## config.mk

```make
export PLATFORM = sky130hd
export DESIGN_NAME = arbitro_ula
export DESIGN_NICKNAME = d
export VERILOG_FILES = /design/src/rtl/arbitro_ula_pkg.sv /design/src/rtl/ula_nucleo.sv /design/src/rtl/arbitro_ula.sv
export SDC_FILE = /design/constraint.sdc
export NUM_CORES = 1
export LEC_CHECK = 0
export CAP_MARGIN = 20
export CORE_MARGIN = 3
export CORE_UTILIZATION = 55
export CTS_CLUSTER_SIZE = 12
export DETAILED_ROUTE_END_ITERATION = 8
export DONT_BUFFER_PORTS = 1
export GPL_TIMING_DRIVEN = 0
export PLACE_DENSITY = 0.7
export REMOVE_ABC_BUFFERS = 1
export SYNTH_ARGS = -nofsm -noshare
export SYNTH_HDL_FRONTEND = slang
export SYNTH_HIERARCHICAL = 1
export SYNTH_SLANG_ARGS = --single-unit
```

## constraint.sdc

```tcl
create_clock -name clock -period 6.5 [get_ports clock]
set_clock_uncertainty 0.2 [all_clocks]
set_input_delay 0.65 -clock clock [delete_from_list [all_inputs] [get_ports clock]]
set_output_delay 0.65 -clock clock [all_outputs]
set_load 0.1 [all_outputs]
```

## src/rtl/arbitro_ula_pkg.sv

```systemverilog
// Shared constants for arbitro_ula: ALU opcodes, FSM state encoding and a
// small helper that turns a requester id into its one-hot bit.
package arbitro_ula_pkg;

  localparam logic [1:0] OP_SOMA = 2'b00;
  localparam logic [1:0] OP_SUB  = 2'b01;
  localparam logic [1:0] OP_AND  = 2'b10;
  localparam logic [1:0] OP_OR   = 2'b11;

  localparam logic [1:0] OCIOSO   = 2'b00;
  localparam logic [1:0] EXECUTA  = 2'b01;
  localparam logic [1:0] RESPOSTA = 2'b10;

  function automatic logic [1:0] um_quente(input logic id);
    return id ? 2'b10 : 2'b01;
  endfunction

endpackage

```

## src/rtl/ula_nucleo.sv

```systemverilog
// Purely combinational ALU core: 4-way operation select on op.
// Add/subtract wrap modulo 2^LARGURA.
module ula_nucleo
  import arbitro_ula_pkg::*;
#(
  parameter int LARGURA = 32
) (
  input  logic [1:0]         op,
  input  logic [LARGURA-1:0] a,
  input  logic [LARGURA-1:0] b,
  output logic [LARGURA-1:0] resultado
);

  // operation select
  always_comb begin
    resultado = {LARGURA{1'b0}};
    case (op)
      OP_SOMA: resultado = a + b;
      OP_SUB:  resultado = a - b;
      OP_AND:  resultado = a & b;
      OP_OR:   resultado = a | b;
      default: resultado = {LARGURA{1'b0}};
    endcase
  end

endmodule

```

## src/rtl/arbitro_ula.sv

```systemverilog
// Two-requester arbiter sharing one ALU (OCIOSO -> EXECUTA -> RESPOSTA).
// Define ARBITRO_ULA_ROUND_ROBIN_EN for round-robin ties; default is fixed priority (requester 0).
module arbitro_ula
  import arbitro_ula_pkg::*;
#(
  parameter int LARGURA = 32
) (
  input  logic                 clock,
  input  logic                 reset_n,
  input  logic [1:0]           req_valido,
  output logic [1:0]           req_pronto,
  input  logic [3:0]           req_op,
  input  logic [2*LARGURA-1:0] req_a,
  input  logic [2*LARGURA-1:0] req_b,
  output logic [1:0]           resp_valido,
  input  logic [1:0]           resp_pronto,
  output logic [LARGURA-1:0]   resp_dado,
  output logic                 resp_zero,
  output logic                 ocupado
);

  logic [1:0]         estado_r;
  logic [1:0]         op_r;
  logic [LARGURA-1:0] a_r;
  logic [LARGURA-1:0] b_r;
  logic               dono_r;
  logic [1:0]         resp_valido_r;
  logic [LARGURA-1:0] resp_dado_r;
  logic               resp_zero_r;
  logic               ocupado_r;

  logic [1:0]         ganho_s;
  logic               aceita_s;
  logic               ganhador_s;
  logic [LARGURA-1:0] resultado_s;

`ifdef ARBITRO_ULA_ROUND_ROBIN_EN
  logic ultimo_r;

  // round-robin winner: on a tie the requester not granted last wins
  always_comb begin
    if (req_valido == 2'b11) begin
      ganho_s = ultimo_r ? 2'b01 : 2'b10;
    end else begin
      ganho_s = req_valido;
    end
  end

  // last-grant pointer, moves only on acceptance
  always_ff @(posedge clock or negedge reset_n) begin
    if (!reset_n) begin
      ultimo_r <= 1'b1;
    end else if (aceita_s) begin
      ultimo_r <= ganhador_s;
    end
  end
`else
  // fixed priority: requester 0 always wins
  always_comb begin
    if (req_valido[0]) begin
      ganho_s = 2'b01;
    end else if (req_valido[1]) begin
      ganho_s = 2'b10;
    end else begin
      ganho_s = 2'b00;
    end
  end
`endif

  // grant only visible while idle
  always_comb begin
    if (estado_r == OCIOSO) begin
      req_pronto = ganho_s;
    end else begin
      req_pronto = 2'b00;
    end
  end

  assign aceita_s   = |(req_valido & req_pronto);
  assign ganhador_s = req_pronto[1];

  ula_nucleo #(
    .LARGURA (LARGURA)
  ) u_nucleo (
    .op        (op_r),
    .a         (a_r),
    .b         (b_r),
    .resultado (resultado_s)
  );

  // control FSM with latched request and registered response
  always_ff @(posedge clock or negedge reset_n) begin
    if (!reset_n) begin
      estado_r      <= OCIOSO;
      op_r          <= 2'b00;
      a_r           <= {LARGURA{1'b0}};
      b_r           <= {LARGURA{1'b0}};
      dono_r        <= 1'b0;
      resp_valido_r <= 2'b00;
      resp_dado_r   <= {LARGURA{1'b0}};
      resp_zero_r   <= 1'b1;
      ocupado_r     <= 1'b0;
    end else begin
      case (estado_r)
        OCIOSO: begin
          if (aceita_s) begin
            op_r      <= ganhador_s ? req_op[3:2] : req_op[1:0];
            a_r       <= ganhador_s ? req_a[2*LARGURA-1:LARGURA] : req_a[LARGURA-1:0];
            b_r       <= ganhador_s ? req_b[2*LARGURA-1:LARGURA] : req_b[LARGURA-1:0];
            dono_r    <= ganhador_s;
            estado_r  <= EXECUTA;
            ocupado_r <= 1'b1;
          end
        end
        EXECUTA: begin
          resp_dado_r   <= resultado_s;
          resp_zero_r   <= (resultado_s == {LARGURA{1'b0}});
          resp_valido_r <= um_quente(dono_r);
          estado_r      <= RESPOSTA;
        end
        RESPOSTA: begin
          // the non-owning resp_pronto bit is deliberately ignored
          if (resp_pronto[dono_r]) begin
            resp_valido_r <= 2'b00;
            estado_r      <= OCIOSO;
            ocupado_r     <= 1'b0;
          end
        end
        default: begin
          estado_r      <= OCIOSO;
          resp_valido_r <= 2'b00;
          ocupado_r     <= 1'b0;
        end
      endcase
    end
  end

  assign resp_valido = resp_valido_r;
  assign resp_dado   = resp_dado_r;
  assign resp_zero   = resp_zero_r;
  assign ocupado     = ocupado_r;

endmodule
```

After elaboration in Yosys (flattened, before gate mapping)
Cells that the tools add are included.
{"block": "word_totals", "register_bits": 105}
{"block": "op_classes", "addsub": 2, "n_lt_le_gt_ge": 1, "n_eq_ne": 7, "n_mux": 17, "bitwise_logic": 5, "reduce_logical": 8}
{"cell": "$pmux W32 S4", "count": 1}
{"cell": "$mux W32", "count": 2}
{"cell": "$add A32 B32 Y32", "count": 1}
{"cell": "$and A32 B32 Y32", "count": 1}
{"cell": "$logic_not A32 Y1", "count": 1}
{"cell": "$or A32 B32 Y32", "count": 1}
{"cell": "$sub A32 B32 Y32", "count": 1}
{"cell": "$mux W2", "count": 7}
{"cell": "$pmux W2 S3", "count": 2}
{"cell": "$eq A2 B2 Y1 const B", "count": 3}
{"cell": "$reduce_and A2 Y1", "count": 3}
{"cell": "$eq A2 B1 Y1 const B", "count": 2}
{"cell": "$logic_not A2 Y1", "count": 2}
{"cell": "$mux W1", "count": 4}
{"cell": "$ne A2 B2 Y1 const B", "count": 2}
{"cell": "$pmux W1 S3", "count": 1}
{"cell": "$reduce_and A3 Y1", "count": 1}
{"cell": "$and A2 B2 Y2", "count": 1}
{"cell": "$lt A1 B2 Y1 const B", "count": 1}
{"cell": "$not A1 Y1", "count": 2}
{"cell": "$reduce_or A2 Y1", "count": 1}

Logic depth before layout (Yosys ltp)
{"block": "logic_depth", "word_depth": 7, "depth_mapped": 21, "ltp_nobuf": 20}

Modules after synthesis
Netlist, hierarchy kept.
{"mod": "arbitro_ula", "n_inst": 1, "cells_per_inst": 391, "area_per_inst_um2": 4605.7, "seq_area_each_um2": 2628.8}
{"mod": "ula_nucleo", "n_inst": 1, "cells_per_inst": 416, "area_per_inst_um2": 2894.0, "seq_area_each_um2": 0.0}

Worst setup path after synthesis
No wires, ideal clock.
{"block": "synth_timing", "path_type": "register to register", "from": "register b_r[4]", "to": "register resp_zero_r (netlist: resp_zero)", "arrival_time_ns": 4.673, "t_required_ns": 6.209, "path_slack_ns": 1.536, "path_stages_with_launch": 22, "n_path_buf": 1, "cell_sequence": "dfrtp_1 -> or4_4 -> nor2_1 -> and3_1 -> nand2_1 -> or3_1 -> clkbuf_1 -> o31ai_1 -> xor2_1 -> ha_1 -> a21o_1 -> o21bai_1 -> or3_1 -> o21ai_0 -> a21oi_1 -> a311oi_1 -> xor2_1 -> o32ai_1 -> a31oi_1 -> nor4_1 -> nand4_1 -> o31ai_1"}
{"block": "synth_between", "elab_chain_cells": 3, "elab_cells_between_ends": 6, "cone_classes": "2 x add/sub; 1 x mux; 2 x bitwise; 1 x reduce/logical"}
{"item": "from (decl)", "line_no": "arbitro_ula.sv:25", "text": "logic [LARGURA-1:0] b_r;"}
{"item": "from (signal assigned)", "line_no": "arbitro_ula.sv:97", "text": "b_r <= {LARGURA{1'b0}};"}
{"item": "from (signal assigned)", "line_no": "arbitro_ula.sv:109", "text": "b_r <= ganhador_s ? req_b[2*LARGURA-1:LARGURA] : req_b[LARGURA-1:0];"}
{"item": "$sub A32 B32 Y32 / $add A32 B32 Y32 (equally long branches)", "line_no": "ula_nucleo.sv:19, ula_nucleo.sv:18"}
{"item": "$pmux W32 S4 (*)", "line_no": "ula_nucleo.sv:17", "text": "case (op)"}
{"item": "via resultado_s[31]", "line_no": "arbitro_ula.sv:35", "text": "logic [LARGURA-1:0] resultado_s;"}
{"item": "$logic_not A32 Y1 (*)", "line_no": "arbitro_ula.sv:117", "text": "resp_zero_r <= (resultado_s == {LARGURA{1'b0}});"}
{"item": "to (signal assigned)", "line_no": "arbitro_ula.sv:117"}
{"item": "to (decl)", "line_no": "arbitro_ula.sv:29", "text": "logic resp_zero_r;"}
Mark *: on every way through the listed nets, which the timed path passes. The rest lies on a longest branch.
A chain may end at the register's enable or synchronous reset.

Worst setup path after layout
{"block": "layout_timing", "from": "register op_r[1]", "to": "register resp_zero_r (netlist: resp_zero)"}
{"block": "layout_between", "elab_chain_cells": 3, "elab_cells_between_ends": 6, "cone_classes": "3 x eq/ne; 1 x mux; 2 x reduce/logical"}
{"item": "from (decl)", "line_no": "arbitro_ula.sv:23", "text": "logic [1:0] op_r;"}
{"item": "from (signal assigned)", "line_no": "arbitro_ula.sv:107", "text": "op_r <= ganhador_s ? req_op[3:2] : req_op[1:0];"}
{"item": "$eq A2 B2 Y1, or another cell as far along", "line_no": "ula_nucleo.sv:17"}
{"item": "$pmux W32 S4 (*)", "line_no": "ula_nucleo.sv:17"}
{"item": "via resultado_s[31]", "line_no": "arbitro_ula.sv:35"}
{"item": "$logic_not A32 Y1 (*)", "line_no": "arbitro_ula.sv:117"}
Marks and branches as above.

==> run_results.csv <==
group,metric,value,unit
run_status,status,"finished, final reports clean",
clock_network,cts_sinks,105,
place,gp_congestion,0.864,
critical_path,arrival,6.09,ns
place,dp_hpwl,13700,um
timing,maxSlewViolCount,0,
global_route,grt.total_usage,24.2,%
critical_path,crit_type,"flip-flop to flip-flop",
critical_path,cp-end-kind,"flip-flop",
layout,mostFrequentLayoutCells,"nand2_1 (104), dfrtp_1 (104), o21ai_0 (92), mux2i_1 (70), a21oi_1 (45)",
yosys,syn_area,7500,sq um
clock_network,cts_buffers,9,
timing,setup_viol,0,
critical_path,cp_max_fo,29,
yosys,ys_async_sr_fraction,100,%
yosys,synthCells,807,
yosys,syn_avg_cell_area,9.29,sq um
detailed_routing,drc,0,
detailed_routing,wl,18100,um
critical_path,start_kind,"flip-flop",
floorplanning,die_h,123,um
timing,tightest_slew,0.958,ns
clock_network,cts_tree,"done",
yosys,synth_cell_types,63,
floorplanning,ios,176,
detailed_routing,ant_nets,0,
layout,drive_gt1_share,10.3,%
detailed_routing,dr.pass1.iters,5,
detailed_routing,wl_per_cell,18.7,um
detailed_routing,drt_iter0_markers,467,
floorplanning,initial_core_util,56.4,%
timing,rsz0062_at_grt,"false",
global_route,grt_pass1_vias,5797,
critical_path,worstPathRequired,6.56,ns
layout,final_core_util,60.8,%
layout,seq_area,2630,sq um
clock_network,root_buffer,"clkbuf_16",
yosys,yosysSeqAreaShare,35.1,%
layout,multiInputGateArea,4590,sq um
detailed_routing,vias,5914,
layout,nets,962,
timing,timing.hold.ws,0.0251,ns
timing,maxSlewHeadroom,36.1,%
clock_network,cts_buffer_depth,2,
yosys,yosysWarnings,6,
global_route,grt-ovfl-total,0,
detailed_routing,vias_per_cell,6.10,
layout,fillerInstances,1090,
global_route,grt_max_degree,106,
yosys,post-synth-top-area-cell,"dfrtp_1",
floorplanning,die-area,15100,sq um
timing,fin_setup_tns,0,ns
layout,n_antenna_cell,0,
floorplanning,rows,42,
clock_network,post_cts_buffers,0,
global_route,antenna_found_initial,0,
layout,area_growth,7.84,%
layout,fin_cells,970,
min_path,hp-class,"input port to async pin",
clock_network,clk_pin_slew,0.07,ns
yosys,synth-edff-count,0,
timing,period_minus_slack,6.03,ns
yosys,synth-seq-cells,105,
floorplanning,core_area,13300,sq um
clock_network,insertion_delay,0.36,ns
clock_network,h-tree-depth,3,
timing,fin_crit_sh,92.8,%
timing,finalHoldViolations,0,
place,io_buffers,0,
yosys,synthFlopType,"dfrtp_1",
yosys,synth.area.top_cells,"dfrtp_1 (35%), mux2i_1 (9.3%), o21ai_0 (6.1%)",
flow_run,cap_violations,0,
floorplanning,die_w,123,um
place,place_inst,953,
yosys,netlist.area_leader.share,34.7,%
timing,fmaxAchievable,166,MHz
global_route,grt_pass1_wl,29000,um
==> per-layer routing <==
metal	vias to the layer above	wire (um)	track usage (%)
met5	-	0	0
met4	0	318	6.51
met3	25	1390	6.13
met2	211	8400	39.5
met1	2811	8040	32.0
li1	2867	-	-
==> flip-flops by register name, indices dropped and copies added (netlist names) <==
register and flops:
dono_r 1, resp_zero 1, b_r 32, estado_r 2
ocupado 1, a_r 32, op_r 2, resp_valido 2
resp_dado 32
==> worst max-delay path, stage by stage (launching register included) <==
cell	delay [ns]
dfrtp_1	0.60
buf_16	0.28
inv_1	0.63
nand2_2	0.45
o31ai_1	0.20
xor2_1	0.12
ha_1	0.23
a21o_1	0.21
a211oi_1	0.30
a21oi_1	0.21
o41ai_4	0.49
a21oi_1	0.26
a311oi_1	0.42
xor2_1	0.17
o32ai_1	0.26
a31oi_1	0.09
nor4_1	0.40
nand4_1	0.15
o31ai_1	0.25
==> cells in the mapped netlist (3+ instances only) <==
library cell and number:
buf_2 14, nand2b_1 6, nor2_1 34, o211ai_1 3, nand3_1 4, o21ai_1 16, o31ai_1 9, buf_6 4
a21o_1 18, o21ai_0 92, a31oi_1 8, a211oi_1 6, o21a_1 3, mux2_2 34, xnor2_1 28, mux2i_1 70
inv_1 16, nor4_1 8, xor2_1 30, o21bai_1 5, nor3_1 8, maj3_1 31, buf_4 5, clkbuf_1 18
nand4_1 6, o41ai_1 3, dfrtp_1 104, nand2_1 105, ha_1 34, a21oi_1 45
==> final timing paths <==
kind	start	slack, ns	endpoint	cells past startpoint
max	op_r[1]	0.47	resp_zero	18
min	reset_n	0.03	b_r[1]	1
max reg2reg	op_r[1]	0.47	resp_zero	18
min reg2reg	dono_r	0.41	dono_r	2
max in group asynchronous	reset_n	5.70	resp_zero	1
min in group clock	req_a[51]	0.21	a_r[19]	2
==> area by class of cell <==
cell class                 count  share of cell area [%]
multi-input combinational    642                    56.7
sequential                   105                    32.5
clock buffer                  12                    3.30
timing repair buffer          15                    3.12
tap                          176                    2.72
clock inverter                 4                   0.913
inverter                      16                   0.743
==> metrics by stage <==
stage                     setup WS [ns]  instance area (sq um)
after floorplan                   0.110                   7260
after detailed placement          0.329                   7720
after CTS                         0.297                   8090
after global placement           -0.832                   7480
final                             0.466                   8090
after global routing             0.0350                   8090
==> repair_timing <==
action / in CTS / in global routing
hold endpoints to repair: 105 / 0
hold buffers: 1 / 0
setup endpoints to repair: 0 / 1
gates resized for setup: 0 / 1
==> cells by family after synthesis <==
kind of cell	synth area share (%)
xor+xnor	6.77
compound gates	17.6
buf+inv	3.95
flops	35.1
fa+ha+maj	10.1
simple gates	12.1
mux	14.4
Power is not shown: default switching activity piles up to over one toggle a cycle in this logic, so the estimate is an artifact.
